### src/rtl/freq_counter_pkg.sv
// Shared definitions for the frequency counter measurement sequencer.
//   state_t        : sequencer state encoding (also driven on dbg_state)
//   DEFAULT_PERIOD : gate period in clk cycles loaded at reset
//   CONV_TIMEOUT   : clk cycles allowed for the converter before giving up
package freq_counter_pkg;

  typedef enum logic [1:0] {
    IDLE    = 2'd0,
    COUNT   = 2'd1,
    CONVERT = 2'd2,
    LOAD    = 2'd3
  } state_t;

  localparam int DEFAULT_PERIOD = 1200;
  localparam int CONV_TIMEOUT   = 64;

endpackage

### src/rtl/freq_gate_timer.sv
// Loadable down-counter with zero flag. Used for the gate window length and
// for the converter timeout.
//   clk, reset : clock, synchronous active-high reset (count -> 0)
//   load       : load load_val this cycle (wins over dec)
//   load_val   : reload value
//   dec        : decrement by one; holds at zero instead of wrapping
//   count      : current value
//   zero       : count == 0
module freq_gate_timer #(
  parameter int W = 16
) (
  input  logic         clk,
  input  logic         reset,
  input  logic         load,
  input  logic [W-1:0] load_val,
  input  logic         dec,
  output logic [W-1:0] count,
  output logic         zero
);

  always_ff @(posedge clk) begin
    if (reset) begin
      count <= '0;
    end else if (load) begin
      count <= load_val;
    end else if (dec && (count != '0)) begin
      count <= count - W'(1);
    end
  end

  assign zero = (count == '0);

endmodule

### src/rtl/freq_measure_ctrl.sv
// Measurement sequencer: gate window -> BCD conversion -> display latch.
//
//   state   | meaning
//   --------+---------------------------------------------------------
//   IDLE    | waiting for enable; conv_error may be cleared here
//   COUNT   | gate window open, edge counter enabled for period cycles
//   CONVERT | converter started, waiting for conv_done or timeout
//   LOAD    | one-cycle display latch strobe, relaunch if still enabled
//
// Ports:
//   clk, reset          : clock, synchronous active-high reset
//   enable              : run back-to-back measurement windows while high
//   period_load/in      : update gate period (0 stored as 1), next window on
//   conv_done           : converter completion
//   edge_count_clr      : Mealy, high on the cycle a window is launched
//   edge_count_en       : gate window
//   conv_start          : one-cycle converter start
//   display_load        : one-cycle display latch strobe
//   active, dbg_state   : state != IDLE, encoded state
//   dbg_timer           : gate timer bits [2:0]
//   conv_error          : sticky converter timeout flag
module freq_measure_ctrl #(
  parameter int PERIOD_W       = 16,
  parameter int DEFAULT_PERIOD = freq_counter_pkg::DEFAULT_PERIOD,
  parameter int CONV_TIMEOUT   = freq_counter_pkg::CONV_TIMEOUT
) (
  input  logic                clk,
  input  logic                reset,
  input  logic                enable,
  input  logic                period_load,
  input  logic [PERIOD_W-1:0] period_in,
  input  logic                conv_done,
  output logic                edge_count_clr,
  output logic                edge_count_en,
  output logic                conv_start,
  output logic                display_load,
  output logic                active,
  output logic [1:0]          dbg_state,
  output logic [2:0]          dbg_timer,
  output logic                conv_error
);

  import freq_counter_pkg::*;

  localparam int TO_W = $clog2(CONV_TIMEOUT) + 1;

  state_t              state;
  logic [PERIOD_W-1:0] period_reg;
  logic [PERIOD_W-1:0] gate_count;
  logic [TO_W-1:0]     to_count;
  logic                gate_zero;
  logic                to_zero;
  logic                launch;
  logic                to_load;

  // A window is launched from IDLE or straight out of LOAD.
  assign launch         = ((state == IDLE) || (state == LOAD)) && enable && !reset;
  assign edge_count_clr = launch;
  assign to_load        = (state == COUNT) && enable && gate_zero;
  assign dbg_state      = state;
  assign dbg_timer      = gate_count[2:0];

  always_ff @(posedge clk) begin
    if (reset) begin
      period_reg <= PERIOD_W'(DEFAULT_PERIOD);
    end else if (period_load) begin
      period_reg <= (period_in == '0) ? PERIOD_W'(1) : period_in;
    end
  end

  // Loaded with period-1 so COUNT lasts exactly period cycles (timer P-1 .. 0).
  freq_gate_timer #(.W(PERIOD_W)) u_gate_timer (
    .clk      (clk),
    .reset    (reset),
    .load     (launch),
    .load_val (period_reg - PERIOD_W'(1)),
    .dec      (state == COUNT),
    .count    (gate_count),
    .zero     (gate_zero)
  );

  freq_gate_timer #(.W(TO_W)) u_conv_timer (
    .clk      (clk),
    .reset    (reset),
    .load     (to_load),
    .load_val (TO_W'(CONV_TIMEOUT - 1)),
    .dec      (state == CONVERT),
    .count    (to_count),
    .zero     (to_zero)
  );

  always_ff @(posedge clk) begin
    if (reset) begin
      state         <= IDLE;
      edge_count_en <= 1'b0;
      conv_start    <= 1'b0;
      display_load  <= 1'b0;
      active        <= 1'b0;
      conv_error    <= 1'b0;
    end else begin
      conv_start   <= 1'b0;
      display_load <= 1'b0;
      case (state)
        IDLE: begin
          if (enable) begin
            state         <= COUNT;
            edge_count_en <= 1'b1;
            active        <= 1'b1;
          end else begin
            conv_error <= 1'b0;
          end
        end
        COUNT: begin
          if (!enable) begin
            state         <= IDLE;
            edge_count_en <= 1'b0;
            active        <= 1'b0;
          end else if (gate_zero) begin
            state         <= CONVERT;
            edge_count_en <= 1'b0;
            conv_start    <= 1'b1;
          end
        end
        CONVERT: begin
          // conv_start is high only on the first CONVERT cycle; a done
          // arriving together with the start belongs to a stale conversion.
          if (conv_done && !conv_start) begin
            state        <= LOAD;
            display_load <= 1'b1;
          end else if (to_zero) begin
            state      <= IDLE;
            active     <= 1'b0;
            conv_error <= 1'b1;
          end
        end
        LOAD: begin
          if (enable) begin
            state         <= COUNT;
            edge_count_en <= 1'b1;
          end else begin
            state  <= IDLE;
            active <= 1'b0;
          end
        end
        default: begin
          state <= IDLE;
        end
      endcase
    end
  end

endmodule

### config.mk
export PLATFORM = sky130hd
export DESIGN_NAME = freq_measure_ctrl
export DESIGN_NICKNAME = d
export VERILOG_FILES = /design/src/rtl/freq_counter_pkg.sv /design/src/rtl/freq_gate_timer.sv /design/src/rtl/freq_measure_ctrl.sv
export SDC_FILE = /design/constraint.sdc
export NUM_CORES = 1
export LEC_CHECK = 0
export CAP_MARGIN = 20
export CORE_ASPECT_RATIO = 2
export CORE_MARGIN = 1
export CORE_UTILIZATION = 58
export CTS_BUF_LIST = sky130_fd_sc_hd__clkbuf_2
export DETAILED_ROUTE_END_ITERATION = 16
export PLACE_DENSITY = 0.83
export SKIP_CTS_REPAIR_TIMING = 1
export SYNTH_ARGS = -nofsm -noshare
export SYNTH_HDL_FRONTEND = slang
export SYNTH_SLANG_ARGS = --single-unit
### constraint.sdc
create_clock -name clk -period 3.7 [get_ports clk]
set_input_delay 0.74 -clock clk [delete_from_list [all_inputs] [get_ports clk]]
set_output_delay 0.74 -clock clk [all_outputs]
set_load 0.02 [all_outputs]
### After elaboration in Yosys (flattened, before gate mapping)

Cells that the tools add are included.

* input port bits: 21
* logic and storage cells: 81
* output and inout port bits: 11
* flip-flop bits (word level): 46

* reduce and logical (&&, ||, !) cells: 29
* add/sub/neg operators: 3
* muxes and demuxes: 25
* bitwise logic cells: 3
* equality and inequality tests: 11

Operators with widths (number)
* $mux W16: 3
* $logic_not A16 Y1: 2
* $sub A16 B1 Y16 const B: 2
* $reduce_bool A16 Y1: 1
* $mux W6: 2
* $mux W1: 11
* $mux W2: 5
* $ne A2 B2 Y1 const B: 5
* $pmux W2 S4: 1
* $reduce_and A4 Y1: 2
* $reduce_bool A2 Y1: 4
* $reduce_or A2 Y1: 4
* $logic_and A1 B1 Y1: 7
* $logic_not A7 Y1: 1
* $reduce_bool A7 Y1: 1
* $sub A7 B1 Y7 const B: 1
* $ne A3 B3 Y1 const B: 2
* $reduce_and A3 Y1: 2
* $eq A2 B2 Y1 const B: 2
* $pmux W1 S2: 2
* $not A1 Y1: 3
* $pmux W1 S3: 1
* $reduce_or A3 Y1: 1
* $eq A2 B1 Y1 const B: 1
* 4 further kinds: 5

### Longest topological paths before layout

Gate-level depths: netlist of the first run.

* depth in word-level cells: 5
* depth in mapped cells: 14
* mapped depth without buffers: 11

### Hierarchy

From an unflattened synthesis of the first run, not the netlist that was laid out.

* cell total of the unflattened synthesis: 313
* area, all modules: 2636.3 um2

Modules (own cells, without submodules)
* freq_measure_ctrl: cells an instance 151, area an instance 1272.5 um2, times used 1, sequential area each 460.4 um2
* freq_gate_timer at u_gate_timer: cells an instance 114, area an instance 944.7 um2, times used 1, sequential area each 320.3 um2
* freq_gate_timer at u_conv_timer: cells an instance 48, area an instance 419.2 um2, times used 1, sequential area each 140.1 um2

### Least setup slack after synthesis of the first run

OpenSTA, ideal clock, no wires.

* path type: register to register
* start: reg state[0] (netlist: dbg_state[0])
* end: reg u_gate_timer.count[12]
* required time: 3.621 ns
* setup slack: 0.312 ns
* library setup time: 0.079 ns
* arrival time: 3.309 ns
* period minus slack after synthesis: 3.388 ns
* buffers on the path: 3
* cell stages (with the launch flop): 15
* cells stage by stage: dfxtp_1 inv_1 ha_1 or3b_1 buf_2 buf_2 buf_1 mux2i_1 ha_1 nor4b_1 nand4_1 a211oi_2 xor2_1 nor2_1 a211oi_2

* cells in the longest elaborated chain, start to end: 5
* elaborated cells on any way between the ends: 9
* classes of those cells: 2 x eq/ne; 1 x mux; 6 x reduce/logical

RTL lines
* start: declaration: RTL line freq_measure_ctrl.sv:47 `state_t state;`
* start signal: assignment: RTL line freq_measure_ctrl.sv:94 `state <= IDLE;`
* start signal: assignment: RTL line freq_measure_ctrl.sv:106 `state <= COUNT;`
* start signal: assignment: RTL line freq_measure_ctrl.sv:115 `state <= IDLE;`
* $eq A2 B2 Y1 or $logic_not A2 Y1 (tied branches): RTL line freq_measure_ctrl.sv:57 `assign launch = ((state == IDLE) || (state == LOAD)) && enable && !reset;`
* $logic_or A1 B1 Y1: RTL line freq_measure_ctrl.sv:57
* $logic_and A1 B1 Y1 (2 in a row): RTL line freq_measure_ctrl.sv:57
* $mux W16 or $reduce_bool A2 Y1 (tied branches)
* end signal: assignment: RTL line freq_gate_timer.sv:25 `count <= load_val;`
* end signal: assignment: RTL line freq_gate_timer.sv:27 `count <= count - W'(1);`
* end: declaration: RTL line freq_gate_timer.sv:17 `output logic [W-1:0] count,`

Parallel ways exist; a longest one is shown, timed or not.
A chain may end at the register's enable or synchronous reset.

### Worst setup path in the final report of the first run

* start: reg state[0] (netlist: dbg_state[0])
* end: out edge_count_clr

* cells in the longest elaborated chain, start to end: 4
* elaborated cells on any way between the ends: 5
* classes of those cells: 1 x eq/ne; 4 x reduce/logical

RTL lines
* $eq A2 B2 Y1 or $logic_not A2 Y1 (tied branches): RTL line freq_measure_ctrl.sv:57
* $logic_or A1 B1 Y1 *: RTL line freq_measure_ctrl.sv:57
* $logic_and A1 B1 Y1 * (2 in a row): RTL line freq_measure_ctrl.sv:57
* end: declaration: RTL line freq_measure_ctrl.sv:33 `output logic edge_count_clr,`

Mark *: on every way between the ends. The rest lies on a longest branch, timed or not.

==> results of run 1 <==
-- how the worst max path moves through the flow --
stage	depth (start not counted)	end	slack, ns	start
after floorplan	14	u_gate_timer.count[12]	0.31	dbg_state[0]
after global placement	10	u_gate_timer.count[12]	0.34	enable
after detailed placement	10	u_gate_timer.count[12]	0.17	enable
after CTS	6	edge_count_clr	0.18	dbg_state[0]
after global routing	6	edge_count_clr	0.05	dbg_state[0]
final	6	edge_count_clr	0.16	dbg_state[0]
-- logic make-up after synthesis --
family,after synthesis
AO/OA/AOI/OAI,54
XOR/XNOR,29
adder cells (fa/ha/maj),7
buffers and inverters,27
flip-flops,46
multiplexers,21
AND/OR/NAND/NOR,114
-- routing by layer --
| layer | up-vias | wire length, um |
|---|---|---|
| li1 | 1120 | - |
| met1 | 1108 | 2320 |
| met2 | 57 | 3320 |
| met3 | 21 | 176 |
| met4 | 0 | 264 |
| met5 | - | 0 |
-- area by class of cell --
cell class,count,share of cell area [%]
Clock inverter,3,0.543
Multi-Input combinational cell,225,52.6
Clock buffer,5,0.835
Tap cell,54,2.25
Timing Repair Buffer,36,11.6
Inverter,10,1.42
Sequential cell,46,30.7
-- layout by cell type (no fill, tap or decap), drive strengths merged, types with 6 or more instances in the layout --
cell type      netlist  routed
clkdlybuf4s50        0      31
a21oi               18      18
dfxtp               46      46
ha                   7       7
xor2                13      13
a211oi              17      17
nand2               16      16
mux2i               20      20
nor2                39      39
xnor2               16      16
nor2b                6       6
nor3                10      10
nor4                15      15
inv                  9       9
-- through the flow --
| step | total power, mW | instances | instance area (um^2) | util (%) | hold WS (ns) |
|---|---|---|---|---|---|
| floorplan | 1.05 | 298 | 2630 | - | 0.451 |
| global placement | 1.18 | 371 | 2960 | 68.1 | 0.472 |
| detailed placement | 1.20 | 371 | 2960 | 68.1 | 0.483 |
| CTS | 1.40 | 379 | 3000 | 69.1 | 0.520 |
| global route | 1.49 | 379 | 3000 | 69.1 | 0.563 |
| finish | 1.41 | 379 | 3000 | 69.1 | 0.525 |
-- where the power goes --
part | internal (mW) | switching (mW)
combinational | 0.250 | 0.298
sequential | 0.558 | 0.0881
clock | 0.0430 | 0.172
total | 0.851 | 0.558
-- worst max-delay path, cell delays in order, from the launching register on --
cell	delay (ns)
dfxtp_1	0.50
inv_1	0.12
ha_1	0.34
or3b_1	0.50
buf_4	0.26
clkinv_4	0.06
clkdlybuf4s50_1	0.59
==> results.yml, run 1 <==
place:
  gp_congestion: 0.938
  hpwl_mm: 4.57
  pre_cts_ws_ns: 0.173
  port_buffers: 31
grt:
  use_met1_pct: 26.8
  grt.total_usage_pct: 27.3
  grt_pass1_wl_mm: 10.3
  grt_start_max_net_pins: 48
  gr-total-overflow: 0
  grt_pass1_vias: 2333
  busiest_layer: "met2"
  use_met2_pct: 50.4
  antenna_found_initial: 0
  grtUsageMet3_pct: 4.38
yosys:
  synth_top_area_share_pct: 35.0
  synth_fa_ha_area_share_pct: 3.33
  ys.flop_type: "dfxtp_1"
  netlist_area_um2: 2630
  yosysTopAreaCell: "dfxtp_1"
  synth_cells: 298
  synth-edff-count: 0
  avgSynthCellArea_um2: 8.82
  async_flop_share_pct: 0
  synth-seq-cells: 46
  synth_most_common_cell: "dfxtp_1"
  synth_warnings: 0
  syn-num-nets: 326
  synthMuxAreaShare_pct: 8.05
  synth_cell_types: 48
  yosysSeqAreaShare_pct: 35.0
  synth_compound_area_share_pct: 15.0
  synth_common_cells: "dfxtp_1, nor2_1, mux2i_1"
  yosys.area_share.xor_xnor_pct: 9.67
  synthTopCellsByArea: "dfxtp_1, mux2i_1, nor2_1"
  synth_top_family_by_area: "simple AND/OR/NAND/NOR gates"
  synthSimpleGateAreaFrac_pct: 24.0
floorplan:
  initial_core_util_pct: 60.6
  die_h_um: 97.2
  die_area_um2: 4820
  rows: 34
  ios: 32
  dieWidth_um: 49.6
  core_um2: 4340
cts:
  clk_path_buf_depth: 2
  numCtsBuffers: 5
  htree_levels: 2
  cts_tree: "done"
  worstSkewPairLatency_ns: 0.44
  path_clk_slew_ns: 0.25
  cts.sinks: 46
  cts_root_buffer: "clkbuf_2"
sta:
  fin_ws_ns: 0.157
  setup_tns_ns: 0
  finalHoldViolations: 0
  clock.fmax_ghz: 0.282
  rsz0062_at_grt: "no"
  maxSlewViolCount: 0
  finalCriticalPeriod_ns: 3.54
  finalCritPeriodShare_pct: 95.8
  setup_viol: 0
  tightest_slew_ns: 0.966
  skew_ns: 0.0145
  slew-limit-headroom_pct: 35.4
hold_path:
  min_path_cells: 1
  worstHoldPathType: "reg2reg"
  hold_end: "u_gate_timer.count[7]"
  hold_start: "u_gate_timer.count[7]"
layout:
  drive_gt1_share_pct: 7.38
  multiInputGateArea_um2: 1580
  syn_to_final_growth_pct: 14.1
  fillCellCount: 378
  diodes: 0
  final_nets: 352
  regArea_um2: 921
critical_path:
  r2r_slack_ns: 0.40
  path_max_fanout: 19
  r2r.worst_path.cells: 11
  crit_required_ns: 2.96
  critPathLaunchType: "flip-flop"
  reg2reg_to: "u_gate_timer.count[12]"
  cp_data_arrival_time_ns: 2.80
  timing.rr.start: "dbg_state[0]"
  cp-end-kind: "output pin"
  path_class: "reg2out"
routing:
  vias: 2306
  drc_errors: 0
  drtIter0Drc: 45
  routed_wl_mm: 6.07
  wire_per_inst_um: 16.0
  drt_first_pass_iters: 4
  drtAntennaViolNets: 0
  vias_per_cell: 6.08
pwr:
  leakagePower_nw: 1.20
  peakVddDrop_mv: 0.359
  p_per_area_nw_per_um2: 470
run:
  maxCapViolations: 0
status:
  status: "completed"
Power figures use the tool's default switching activity.
==> run 2: changes to the inputs <==
CORE_UTILIZATION = 25   (was 58)
PLACE_DENSITY = default   (was 0.83)
==> results.yml, run 2 (synthesized netlist as in run 1, its figures left out) <==
layout:
  layout_commonest_cell: "dfxtp_1"
  mostFrequentLayoutCells: "dfxtp_1, nor2_1, clkdlybuf4s50_1, mux2i_1"
  multiInputGateArea_um2: 1580
  final_area_um2: 3110
  fillCellCount: 1102
  final_nets: 354
  drive_gt1_share_pct: 7.98
  syn_to_final_growth_pct: 18.5
  fin_cells: 462
  regArea_um2: 921
floorplan:
  core_um2: 10100
  ios: 32
  initial_core_util_pct: 25.9
  rows: 52
  dieWidth_um: 74.5
  die_area_um2: 10900
  die_h_um: 147
critical_path:
  critPathMaxStageDelay_ns: 0.59
  cpMaxStageDelayCell: "clkdlybuf4s50_1"
  path_class: "reg2out"
  worst-path-buf-inv: 4
  path_max_fanout: 6
  cp-end-kind: "output pin"
  crit_required_ns: 2.96
  path_cells: "inv_1, ha_1, or3b_1, buf_4, clkinv_4, clkdlybuf4s50_1"
  critPathLaunchType: "flip-flop"
  r2r_slack_ns: 0.50
  cp_data_arrival_time_ns: 2.72
  path_delay_family: "buffers and inverters"
sta:
  slew-limit-headroom_pct: 34.0
  clock.fmax_ghz: 0.289
  rsz0062_at_grt: "no"
  maxSlewViolCount: 0
  setup_viol: 0
  setup_tns_ns: 0
  tightest_slew_ns: 0.987
  finalHoldViolations: 0
  skew_ns: 0.0340
  finalCriticalPeriod_ns: 3.46
  finalCritPeriodShare_pct: 93.6
routing:
  vias: 2246
  drt_first_pass_iters: 4
  wire_per_inst_um: 13.9
  drtIter0Drc: 71
  drc_errors: 0
  vias_per_cell: 4.86
  drtAntennaViolNets: 0
  routed_wl_mm: 6.43
pwr:
  p_per_area_nw_per_um2: 454
  p_sw_share_pct: 39.1
  peakVddDrop_mv: 0.141
  p_switching_mw: 0.553
  pwr-share-seq_pct: 45.8
  p_comb_share_pct: 39.3
  intPower_mw: 0.860
  fin_total_pwr_mw: 1.41
  clkPwrFrac_pct: 14.9
  leakagePower_nw: 1.21
grt:
  grt_start_max_net_pins: 48
  antenna_found_initial: 1
  busiest_layer: "met2"
  grt_pass1_vias: 2175
  grt_pass1_wl_mm: 10.6
  gr-total-overflow: 0
  grtUsageMet3_pct: 1.71
  use_met1_pct: 13.6
  grt.total_usage_pct: 12.6
  use_met2_pct: 22.1
cts:
  cts.sinks: 46
  numCtsBuffers: 5
  worstSkewPairLatency_ns: 0.45
  cts_root_buffer: "clkbuf_2"
  clk_path_buf_depth: 2
  cts_tree: "done"
  htree_levels: 2
  path_clk_slew_ns: 0.26
place:
  placed_area_um2: 3070
  gp_congestion: 0.798
  port_buffers: 31
  dp_cells: 454
  hpwl_mm: 4.88
status:
  status: "completed"
run:
  maxCapViolations: 0
hold_path:
  worstHoldPathType: "reg2reg"
[run 2: stage by stage]
| stage | util [%] | hold WS, ns | worst slack (ns) |
|---|---|---|---|
| after floorplan | - | 0.451 | 0.312 |
| after global placement | 30.3 | 0.473 | 0.331 |
| after detailed placement | 30.3 | 0.484 | 0.244 |
| after CTS | 30.6 | 0.517 | 0.172 |
| after global routing | 30.7 | 0.551 | 0.0707 |
| final | 30.7 | 0.516 | 0.237 |
[run 2: path summary, 6_finish.rpt]
path	startpoint	to	cells past startpoint
worst min-delay path	active	active	2
worst max register to register	dbg_state[0]	u_gate_timer.count[12]	12
worst min register to register	active	active	2
worst max-delay path	dbg_state[0]	edge_count_clr	6
[run 2: layer usage]
| metal | vias up | share of wire (%) |
|---|---|---|
| met2 | 49 | 54 |
| met4 | 0 | 4.4 |
| met1 | 1061 | 39 |
| met3 | 14 | 2.7 |
| li1 | 1122 | - |
| met5 | - | 0 |
[run 2: worst min-delay path, stage by stage (launching register included)]
cell,delay [ns]
dfxtp_1,0.38
o21ai_0,0.07
a21oi_1,0.06
[run 2: layout make-up]
type | count | area share (%)
diodes | 1 | 0.0804
clock buffers | 6 | 0.965
clock inverters | 1 | 0.241
inverters | 10 | 1.37
multi-input cells | 225 | 50.7
flip-flops and latches | 46 | 29.6
well taps | 135 | 5.43
repair buffers | 38 | 11.7
[run 2: power groups by stage]
stage / Clock [mW] / Sequential (mW) / Combinational (mW)
finish: 0.210 / 0.647 / 0.555
global route: 0.238 / 0.659 / 0.611
CTS: 0.226 / 0.646 / 0.557
detailed placement: 0 / 0.656 / 0.552
global placement: 0 / 0.655 / 0.544
floorplan: 0 / 0.642 / 0.408
